==> src/rtl/alu_decode_issue.sv <==
// Decode/issue stage for the integer ALU: decodes RV32I OP, OP-IMM and LUI,
// reads operands, tracks in-flight destinations and emits a registered issue packet.
module alu_decode_issue #(
  parameter int unsigned XLEN  = 32,
  parameter int unsigned NREGS = 32
) (
  input  logic            clk,
  input  logic            rst_n,
  input  logic            in_valid,
  output logic            in_ready,
  input  logic [31:0]     in_instr,
  output logic [4:0]      rf_rs1_addr,
  output logic [4:0]      rf_rs2_addr,
  input  logic [XLEN-1:0] rf_rs1_data,
  input  logic [XLEN-1:0] rf_rs2_data,
  output logic            out_valid,
  input  logic            out_ready,
  output logic [XLEN-1:0] out_operand_a,
  output logic [XLEN-1:0] out_operand_b,
  output logic [3:0]      out_alu_op,
  output logic [4:0]      out_rd,
  output logic            out_rd_we,
  input  logic            wb_valid,
  input  logic [4:0]      wb_rd,
  input  logic            flush,
  output logic            illegal_instr
);

  localparam int unsigned OPW = 4;
  localparam int unsigned RW  = 5;

  localparam logic [6:0] OPC_OP     = 7'b0110011;
  localparam logic [6:0] OPC_OP_IMM = 7'b0010011;
  localparam logic [6:0] OPC_LUI    = 7'b0110111;

  localparam logic [6:0] F7_BASE = 7'b0000000;
  localparam logic [6:0] F7_ALT  = 7'b0100000;

  localparam logic [OPW-1:0] ALU_ADD  = 4'b0000;
  localparam logic [OPW-1:0] ALU_SUB  = 4'b0001;
  localparam logic [OPW-1:0] ALU_AND  = 4'b0010;
  localparam logic [OPW-1:0] ALU_OR   = 4'b0011;
  localparam logic [OPW-1:0] ALU_XOR  = 4'b0100;
  localparam logic [OPW-1:0] ALU_SLL  = 4'b0101;
  localparam logic [OPW-1:0] ALU_SRL  = 4'b0110;
  localparam logic [OPW-1:0] ALU_SRA  = 4'b0111;
  localparam logic [OPW-1:0] ALU_SLT  = 4'b1000;
  localparam logic [OPW-1:0] ALU_SLTU = 4'b1001;

  logic [6:0]      opcode;
  logic [2:0]      funct3;
  logic [6:0]      funct7;
  logic [RW-1:0]   rs1;
  logic [RW-1:0]   rs2;
  logic [RW-1:0]   rd;

  logic            dec_legal;
  logic            uses_rs1;
  logic            uses_rs2;
  logic            dec_rd_we;
  logic [OPW-1:0]  dec_op;
  logic [XLEN-1:0] dec_a;
  logic [XLEN-1:0] dec_b;

  logic [NREGS-1:0] busy_q;
  logic [NREGS-1:0] busy_nxt;
  logic             stall;
  logic             accept;
  logic             issue;

  assign opcode = in_instr[6:0];
  assign rd     = in_instr[11:7];
  assign funct3 = in_instr[14:12];
  assign rs1    = in_instr[19:15];
  assign rs2    = in_instr[24:20];
  assign funct7 = in_instr[31:25];

  assign rf_rs1_addr = rs1;
  assign rf_rs2_addr = rs2;

  // funct3 to ALU op for the non-alternate encodings shared by OP and OP-IMM
  function automatic logic [OPW-1:0] base_op(input logic [2:0] f3);
    logic [OPW-1:0] op;
    op = ALU_ADD;
    case (f3)
      3'b000:  op = ALU_ADD;
      3'b001:  op = ALU_SLL;
      3'b010:  op = ALU_SLT;
      3'b011:  op = ALU_SLTU;
      3'b100:  op = ALU_XOR;
      3'b101:  op = ALU_SRL;
      3'b110:  op = ALU_OR;
      default: op = ALU_AND;
    endcase
    return op;
  endfunction

  // Instruction decode and operand selection
  always_comb begin
    dec_legal = 1'b0;
    uses_rs1  = 1'b0;
    uses_rs2  = 1'b0;
    dec_op    = ALU_ADD;
    dec_a     = rf_rs1_data;
    dec_b     = rf_rs2_data;
    case (opcode)
      OPC_OP: begin
        uses_rs1 = 1'b1;
        uses_rs2 = 1'b1;
        dec_op   = base_op(funct3);
        if (funct7 == F7_BASE) begin
          dec_legal = 1'b1;
        end else if (funct7 == F7_ALT) begin
          if (funct3 == 3'b000) begin
            dec_legal = 1'b1;
            dec_op    = ALU_SUB;
          end else if (funct3 == 3'b101) begin
            dec_legal = 1'b1;
            dec_op    = ALU_SRA;
          end
        end
      end
      OPC_OP_IMM: begin
        uses_rs1 = 1'b1;
        dec_op   = base_op(funct3);
        dec_b    = {{(XLEN-12){in_instr[31]}}, in_instr[31:20]};
        if (funct3 == 3'b001) begin
          dec_legal = (funct7 == F7_BASE);
          dec_b     = XLEN'(in_instr[24:20]);
        end else if (funct3 == 3'b101) begin
          dec_b = XLEN'(in_instr[24:20]);
          if (funct7 == F7_BASE) begin
            dec_legal = 1'b1;
          end else if (funct7 == F7_ALT) begin
            dec_legal = 1'b1;
            dec_op    = ALU_SRA;
          end
        end else begin
          dec_legal = 1'b1;
        end
      end
      OPC_LUI: begin
        dec_legal = 1'b1;
        dec_op    = ALU_ADD;
        dec_a     = '0;
        dec_b     = XLEN'({in_instr[31:12], 12'b0});
      end
      default: begin
        dec_legal = 1'b0;
      end
    endcase
  end

  assign dec_rd_we = dec_legal && (rd != '0);

  // RAW on sources and WAW on destination; x0 never marked busy
  assign stall = (uses_rs1 && busy_q[rs1]) ||
                 (uses_rs2 && busy_q[rs2]) ||
                 (dec_rd_we && busy_q[rd]);

  assign in_ready = !flush && (!out_valid || out_ready) && (!dec_legal || !stall);
  assign accept   = in_valid && in_ready;
  assign issue    = accept && dec_legal;

  // Scoreboard next state: clear on writeback, set on issue (set wins)
  always_comb begin
    busy_nxt = busy_q;
    if (wb_valid) begin
      busy_nxt[wb_rd] = 1'b0;
    end
    if (issue && dec_rd_we) begin
      busy_nxt[rd] = 1'b1;
    end
    busy_nxt[0] = 1'b0;
    if (flush) begin
      busy_nxt = '0;
    end
  end

  always_ff @(posedge clk or negedge rst_n) begin
    if (!rst_n) begin
      busy_q <= '0;
    end else begin
      busy_q <= busy_nxt;
    end
  end

  always_ff @(posedge clk or negedge rst_n) begin
    if (!rst_n) begin
      illegal_instr <= 1'b0;
    end else begin
      illegal_instr <= accept && !dec_legal;
    end
  end

  // Issue packet register
  always_ff @(posedge clk or negedge rst_n) begin
    if (!rst_n) begin
      out_valid     <= 1'b0;
      out_operand_a <= '0;
      out_operand_b <= '0;
      out_alu_op    <= '0;
      out_rd        <= '0;
      out_rd_we     <= 1'b0;
    end else if (flush) begin
      out_valid <= 1'b0;
    end else if (issue) begin
      out_valid     <= 1'b1;
      out_operand_a <= dec_a;
      out_operand_b <= dec_b;
      out_alu_op    <= dec_op;
      out_rd        <= rd;
      out_rd_we     <= dec_rd_we;
    end else if (out_ready) begin
      out_valid <= 1'b0;
    end
  end

endmodule

==> config.mk <==
export PLATFORM = sky130hd
export DESIGN_NAME = alu_decode_issue
export DESIGN_NICKNAME = d
export VERILOG_FILES = /design/src/rtl/alu_decode_issue.sv
export SDC_FILE = /design/constraint.sdc
export NUM_CORES = 1
export LEC_CHECK = 0
export ABC_CLOCK_PERIOD_IN_PS = 6500
export BUFFER_PORTS_ARGS = -buffer_cell sky130_fd_sc_hd__clkbuf_2
export CORE_MARGIN = 2
export CORE_UTILIZATION = 56
export CTS_CLUSTER_SIZE = 12
export DETAILED_ROUTE_END_ITERATION = 6
export PLACE_DENSITY = 0.91
export SYNTH_ARGS = -nofsm -noshare
export SYNTH_HDL_FRONTEND = slang
export SYNTH_SLANG_ARGS = --single-unit
==> constraint.sdc <==
create_clock -name clk -period 6.5 [get_ports clk]
set_input_delay 0.325 -clock clk [delete_from_list [all_inputs] [get_ports clk]]
set_output_delay 0.325 -clock clk [all_outputs]
set_load 0.03 [all_outputs]
==> reports/qor.csv, run 1 <==
stage,metric,value,unit
routing,drt_drc_violations_left,0,
sta,slew_headroom,0.2883,
pwr,vdd_drop_max,138.1,uV
final_layout,final_core_util,0.6745,
clock_tree,cts_buffer_depth,2,
clock_tree,h-tree-depth,3,
floorplanning,io_pins,194,
synthesis,ys_seq_elements,107,
clock_tree,holdBufCountCts,1,
routing,drtIter0Drc,750,
final_layout,multiInputGateArea,0.003050,mm^2
worst_setup_path,r2r-start,busy_q[18]$_DFF_PN0_,
grt,grt_max_degree,77,
grt,grt_pass1_vias,5349,
clock_tree,cts_tree,built,
worst_setup_path,timing.critical_path.arrival,3270,ps
pwr,power,1.259,mW
grt,use_met1,0.3688,
worst_setup_path,r2r_cells,7,
clock_tree,cts_resized,0,
sta,finalCritPeriodShare,0.4599,
routing,dr_total_vias,5448,
worst_setup_path,cp.required,6780,ps
synthesis,ys_warn_count,0,
final_layout,regArea,0.002678,mm^2
sta,max_clock_freq,334.5,MHz
run,cap_violations,0,
synthesis,ys_seq_area_frac,0.4369,
worst_setup_path,crit_end,out_operand_b[23]$_DFFE_PN0P_,
synthesis,synth.distinct_cells,49,
clock_tree,clock_sinks,107,
clock_tree,clock_latency,400,ps
synthesis,netlist_area,0.006128,mm^2
final_layout,fillers,837,
sta,fin_ws,3510,ps
grt,antenna_found_initial,0,
grt,busiest_layer,met2,
clock_tree,clkSlewWorstSetupHoldPaths,110,ps
clock_tree,post_cts_buffers,0,
final_layout,n_antenna_cell,0,
sta,finalMaxSlewViolations,0,
floorplanning,die_y,108.6,um
worst_setup_path,cp_cell_sequence,clkbuf_2 -> nor4bb_1 -> nand2_1 -> a2bb2oi_1 -> a211oi_1 -> nand4_4 -> buf_4 -> mux2_2,
placed_design,hpwl,12540,um
sta,worstMarginPinSlew,1068,ps
routing,routedWlPerCell,19.21,um
grt,overflow,0,
sta,setup_tns,0,ps
final_layout,area_growth,18.27,%
run_status,status,completed,
routing,drt-total-wl,17080,um
worst_setup_path,slowest_stage,nand2_1,
floorplanning,initial_utilization,0.5703,
pwr,powerDensity,173.7,mW/mm^2
synthesis,avgSynthCellArea,10.44,um^2
worst_setup_path,critPathLaunchType,primary input,
worst_setup_path,max_stage_delay,620,ps
routing,dr.pass1.iters,5,
pwr,leakagePower,3.974,nW
grt,grt_pass1_wl,26710,um
placed_design,pre_cts_ws,3183,ps
final_layout,drive_gt1_frac,0.3899,
worst_setup_path,critPathKind,primary input to flop,
sta,finalHoldViolCount,0,
sta,finClkSkew,14.20,ps
synthesis,synthArstFlopShare,1.000,
final_layout,fin_nets,851,
worst_setup_path,cp_max_fo,65,
worst_hold_path,hold_path_class,primary input to flop,
placed_design,gp_congestion,0.8684,
clock_tree,numCtsBuffers,9,
worst_setup_path,r2r-end,out_operand_b[23]$_DFFE_PN0P_,
grt,use_met3,0.05918,
sta,period_needed,2990,ps
grt,met2_usage,0.4875,
floorplanning,die_area,0.01180,mm^2
worst_setup_path,crit_start,in_instr[6],
worst_setup_path,r2r_slack,3630,ps
placed_design,port-buffer-count,193,
sta,setup_violations,0,
floorplanning,core_region_area,0.01075,mm^2
sta,rsz0062_at_grt,false,
grt,grt_usage,0.2930,
floorplanning,rows,38,
worst_setup_path,end_kind,flop,
clock_tree,clockRootBuffer,clkbuf_8,
synthesis,synth_cells,587,
synthesis,synth_edf_count,0,
routing,drtAntennaViolNets,0,
synthesis,dominantRegCellSynth,dfrtp_1,
floorplanning,die_w,108.6,um
routing,viasPerCell,6.128,
synthesis,syn_nets,694,
sta,hold_ws,130.3,ps
[cells by family (layout without fill, tap and decap cells)]
logic type / count (synthesis) / count (layout) / synth area share
buf+inv: 87 / 249 / 0.06758
simple gates: 200 / 200 / 0.1605
compound gates: 89 / 89 / 0.1154
flops: 107 / 107 / 0.4369
mux: 104 / 104 / 0.2197
[critical path, delay by kind of cell]
| family | cells | cell delay [ps] |
|---|---|---|
| AOI/OAI and AO/OA | 2 | 760 |
| buffers and inverters | 2 | 470 |
| muxes | 1 | 400 |
| and+or+nand+nor | 3 | 1240 |
[how the worst min path moves through the flow]
stage               cells past startpoint                            end       startpoint  slack, ps
finish                                  3   out_operand_a[8]$_DFFE_PN0P_   rf_rs1_data[8]        130
detailed placement                      1  out_operand_a[21]$_DFFE_PN0P_            rst_n        280
global placement                        1  out_operand_a[21]$_DFFE_PN0P_            rst_n        270
global route                            3  out_operand_a[15]$_DFFE_PN0P_  rf_rs1_data[15]        130
floorplan                               0           busy_q[10]$_DFF_PN0_            rst_n         30
CTS                                     3   out_operand_a[8]$_DFFE_PN0P_   rf_rs1_data[8]        130
[report_power, final]
part | internal, mW | total [mW] | switching (mW)
Sequential | 0.668 | 0.669 | 0.00133
Combinational | 0.0557 | 0.152 | 0.0963
Clock | 0.193 | 0.438 | 0.246
Total | 0.916 | 1.26 | 0.343
[Yosys cell counts (8+ instances only)]
cell type / number / area (um^2)
dfrtp_1: 107 / 2678
nand2_1: 81 / 304.0
nand3_1: 62 / 310.3
mux2_2: 44 / 495.5
mux2i_1: 40 / 400.4
inv_1: 36 / 135.1
clkbuf_1: 24 / 90.09
mux4_2: 20 / 450.4
o211ai_1: 17 / 127.6
o31ai_1: 16 / 120.1
nor2_1: 12 / 45.04
a22o_1: 11 / 96.34
buf_4: 11 / 82.58
nand3b_1: 9 / 67.56
nor3b_1: 8 / 60.06
o31ai_2: 8 / 100.1
[state kept, by name, summed over array words and instances (netlist names)]
name,flops
busy_q,31
out_operand_b,32
out_rd,5
out_alu_op,4
out_operand_a,32
out_valid,1
out_rd_we,1
illegal_instr,1
[cell type report]
| type | instances | share of cell area |
|---|---|---|
| timing repair buffer | 197 | 0.1381 |
| clock buffer | 10 | 0.01899 |
| inverter | 36 | 0.01864 |
| clock inverter | 6 | 0.009839 |
| sequential | 107 | 0.3694 |
| multi-input combinational | 393 | 0.4209 |
| tap | 140 | 0.02417 |
[per-layer routing]
metal	wire length [um]	up-vias
li1	-	2425
met1	6609	2679
met5	0	-
met3	1289	59
met2	8592	285
met4	588	0
[cell usage in the layout (no fill, tap or decap), types with 8 or more instances in the layout]
cell	n
inv_1	36
o31ai_2	8
clkbuf_8	10
nand2_1	81
mux2_2	44
nand3b_1	9
mux4_2	20
nand3_1	61
nor2_1	12
dfrtp_1	107
a22o_1	11
o31ai_1	16
o211ai_1	17
nor3b_1	8
mux2i_1	40
clkbuf_2	192
[metrics by stage]
step | cells | instance area (um^2)
after floorplan | 587 | 6128
after global placement | 872 | 7029
after detailed placement | 872 | 7029
after CTS | 889 | 7248
after global routing | 889 | 7248
final | 889 | 7248
Power figures use the tool's default switching activity.
==> inputs of run 2 (changes only) <==
==> config.mk (replaced) <==
export PLATFORM = sky130hd
export DESIGN_NAME = alu_decode_issue
export DESIGN_NICKNAME = d
export VERILOG_FILES = /design/src/rtl/alu_decode_issue.sv
export SDC_FILE = /design/constraint.sdc
export NUM_CORES = 1
export LEC_CHECK = 0
export ABC_CLOCK_PERIOD_IN_PS = 3100
export BUFFER_PORTS_ARGS = -buffer_cell sky130_fd_sc_hd__clkbuf_2
export CORE_MARGIN = 2
export CORE_UTILIZATION = 52
export CTS_CLUSTER_SIZE = 12
export DETAILED_ROUTE_END_ITERATION = 6
export PLACE_DENSITY = 0.85
export SYNTH_ARGS = -nofsm -noshare
export SYNTH_HDL_FRONTEND = slang
export SYNTH_SLANG_ARGS = --single-unit
==> constraint.sdc (replaced) <==
create_clock -name clk -period 3.1 [get_ports clk]
set_input_delay 0.155 -clock clk [delete_from_list [all_inputs] [get_ports clk]]
set_output_delay 0.155 -clock clk [all_outputs]
set_load 0.03 [all_outputs]
==> reports/qor.csv, run 2 (same netlist as run 1, synthesis figures left out) <==
stage,metric,value,unit,change
final_layout,final_core_util,0.6452,,-0.02937
placed_design,placed_cell_area,0.007116,mm^2,+1.2%
routing,routedWlPerCell,19.26,um,+0.23%
placed_design,pre_cts_ws,287.9,ps,-2895 ps
clock_tree,cts_tree,built,,
final_layout,instances_no_fill,898,,+1.0%
grt,grt_usage,0.2762,,-0.01676
worst_setup_path,cp_cell_sequence,mux4_2 -> a2111oi_0 -> a2111o_1 -> nand3_1 -> a21oi_1 -> clkbuf_2,,
routing,drtIter0Drc,506,,-33%
worst_hold_path,hold-path-endpoint,out_operand_a[25]$_DFFE_PN0P_,,
floorplanning,initial_utilization,0.5344,,-0.03591
clock_tree,clock_sinks,107,,unchanged
sta,finalMaxSlewViolations,0,,unchanged
placed_design,placed_cells,881,,+1.0%
floorplanning,core_region_area,0.01147,mm^2,+6.7%
worst_setup_path,r2r_slack,410,ps,-3220 ps
worst_setup_path,cp_max_fo,4,,-94%
sta,setup_violations,0,,unchanged
sta,worstMarginPinSlew,991.2,ps,-76.35 ps
sta,finClkSkew,7.642,ps,-6.554 ps
worst_setup_path,critPathLaunchType,flop,,
worst_setup_path,r2r-start,busy_q[6]$_DFF_PN0_,,
run,cap_violations,0,,unchanged
routing,dr.pass1.iters,5,,unchanged
pwr,leakagePower,4.049,nW,+1.9%
clock_tree,clkSlewWorstSetupHoldPaths,70,ps,-40 ps
final_layout,reg_top3,"out_operand_a: 32 flops, out_operand_b: 32 flops, busy_q: 31 flops",,
worst_setup_path,timing.critical_path.arrival,2660,ps,-610 ps
sta,finalCritPeriodShare,0.9077,,
worst_setup_path,r2r-end,out_operand_b[23]$_DFFE_PN0P_,,
clock_tree,clock_latency,340,ps,-60 ps
sta,rsz0062_at_grt,false,,
final_layout,final_common_cell,clkbuf_2,,
sta,setup_tns,0,ps,unchanged
grt,grt_max_degree,71,,-7.8%
worst_setup_path,end_kind,primary output,,
floorplanning,die_w,112.6,um,+3.6%
grt,grt_pass1_vias,5701,,+6.6%
floorplanning,die_y,112.6,um,+3.6%
worst_setup_path,r2r_cells,6,,-1
worst_setup_path,crit_start,busy_q[6]$_DFF_PN0_,,
worst_hold_path,hold_path_class,primary input to flop,,
final_layout,fillers,941,,+12%
grt,overflow,0,,unchanged
floorplanning,io_pins,194,,unchanged
pwr,vdd_drop_max,295.8,uV,+110%
clock_tree,numCtsBuffers,9,,unchanged
worst_setup_path,cp.required,2940,ps,-3840 ps
floorplanning,rows,39,,+2.6%
floorplanning,die_area,0.01267,mm^2,+7.4%
worst_setup_path,critPathTopFamily,compound AO/OA/AOI/OAI gates,,
worst_setup_path,cp.buffers_inverters,1,,-1
sta,finalHoldViolCount,0,,unchanged
worst_setup_path,max_stage_delay,660,ps,+40 ps
run_status,status,completed,,
final_layout,n_antenna_cell,0,,unchanged
worst_hold_path,worstHoldPathCells,3,,unchanged
clock_tree,cts_resized,0,,unchanged
placed_design,hpwl,13070,um,+4.2%
clock_tree,h-tree-depth,3,,unchanged
routing,viasPerCell,6.133,,about the same
sta,fin_ws,286.0,ps,-3224 ps
routing,drt-total-wl,17290,um,+1.2%
worst_setup_path,slowest_stage,a2111oi_0,,
grt,antenna_found_initial,0,,unchanged
pwr,powerDensity,380.3,mW/mm^2,+120%
placed_design,gp_congestion,0.9670,,+11%
routing,dr_total_vias,5507,,+1.1%
sta,max_clock_freq,355.4,MHz,
final_layout,drive_gt1_frac,0.3907,,+0.0008753
routing,drtAntennaViolNets,0,,unchanged
final_layout,fin_nets,857,,+0.71%
final_layout,stdcell_area,0.007398,mm^2,+2.1%
placed_design,port-buffer-count,193,,unchanged
clock_tree,holdBufCountCts,1,,unchanged
worst_setup_path,critPathKind,flop to primary output,,
sta,hold_ws,25.73,ps,-104.6 ps
final_layout,area_growth,20.72,%,
routing,drt_drc_violations_left,0,,unchanged
pwr,power,2.813,mW,+120%
clock_tree,post_cts_buffers,0,,unchanged
sta,period_needed,2814,ps,
sta,slew_headroom,0.3368,,+0.04846
clock_tree,clockRootBuffer,clkbuf_16,,
worst_hold_path,hold_path.startpoint,rf_rs1_data[25],,
grt,grt_pass1_wl,28180,um,+5.5%
final_layout,final_cell_mix,"192 x clkbuf_2, 107 x dfrtp_1, 81 x nand2_1",,
clock_tree,cts_buffer_depth,2,,unchanged
==> run 2: changes by cell type in the layout (fill, tap and decap cells not counted) <==
cell / delta
buf_12: +3
clkbuf_8: -9
clkbuf_1: +3
inv_8: -1
clkinvlp_4: -1
buf_4: +3
bufinv_16: -1
clkbuf_16: +9
==> run 2: worst max-delay path by stage <==
stage,to,depth (start not counted)
after detailed placement,busy_q[20]$_DFF_PN0_,7
after floorplan,in_ready,6
after CTS,in_ready,6
final,in_ready,6
after global placement,out_operand_b[22]$_DFFE_PN0P_,7
after global routing,in_ready,6
==> run 2: per-layer routing <==
layer / share of wire / GRT usage / up-vias
met2: 0.51 / 0.4615 / 289
met4: 0.030 / 0.1236 / 0
met1: 0.39 / 0.3552 / 2726
met3: 0.072 / 0.04590 / 43
li1: - / - / 2449
met5: 0 / 0 / -
==> run 2: worst register-to-register path: stages (launching register included) <==
cell and delay [ps]:
dfrtp_1 440, mux4_2 470, a2111oi_0 660, a2111o_1 230, nand4_4 150, buf_12 250, mux2_2 360
==> run 2: cell type report <==
class / instances / area (um^2) / share of cell area
clock inverters: 3 / 22.52 / 0.003044
flip-flops and latches: 107 / 2678 / 0.3619
clock buffers: 13 / 250.2 / 0.03382
repair buffers: 203 / 1084 / 0.1465
well taps: 143 / 178.9 / 0.02418
multi-input cells: 393 / 3050 / 0.4123
inverters: 36 / 135.1 / 0.01826
==> run 2: report_power, final <==
group | switching [mW] | internal [mW] | leakage, nW | total, mW
Sequential | 0.00273 | 1.40 | 1.33 | 1.40
Combinational | 0.202 | 0.120 | 2.59 | 0.323
Clock | 0.516 | 0.572 | 0.134 | 1.09
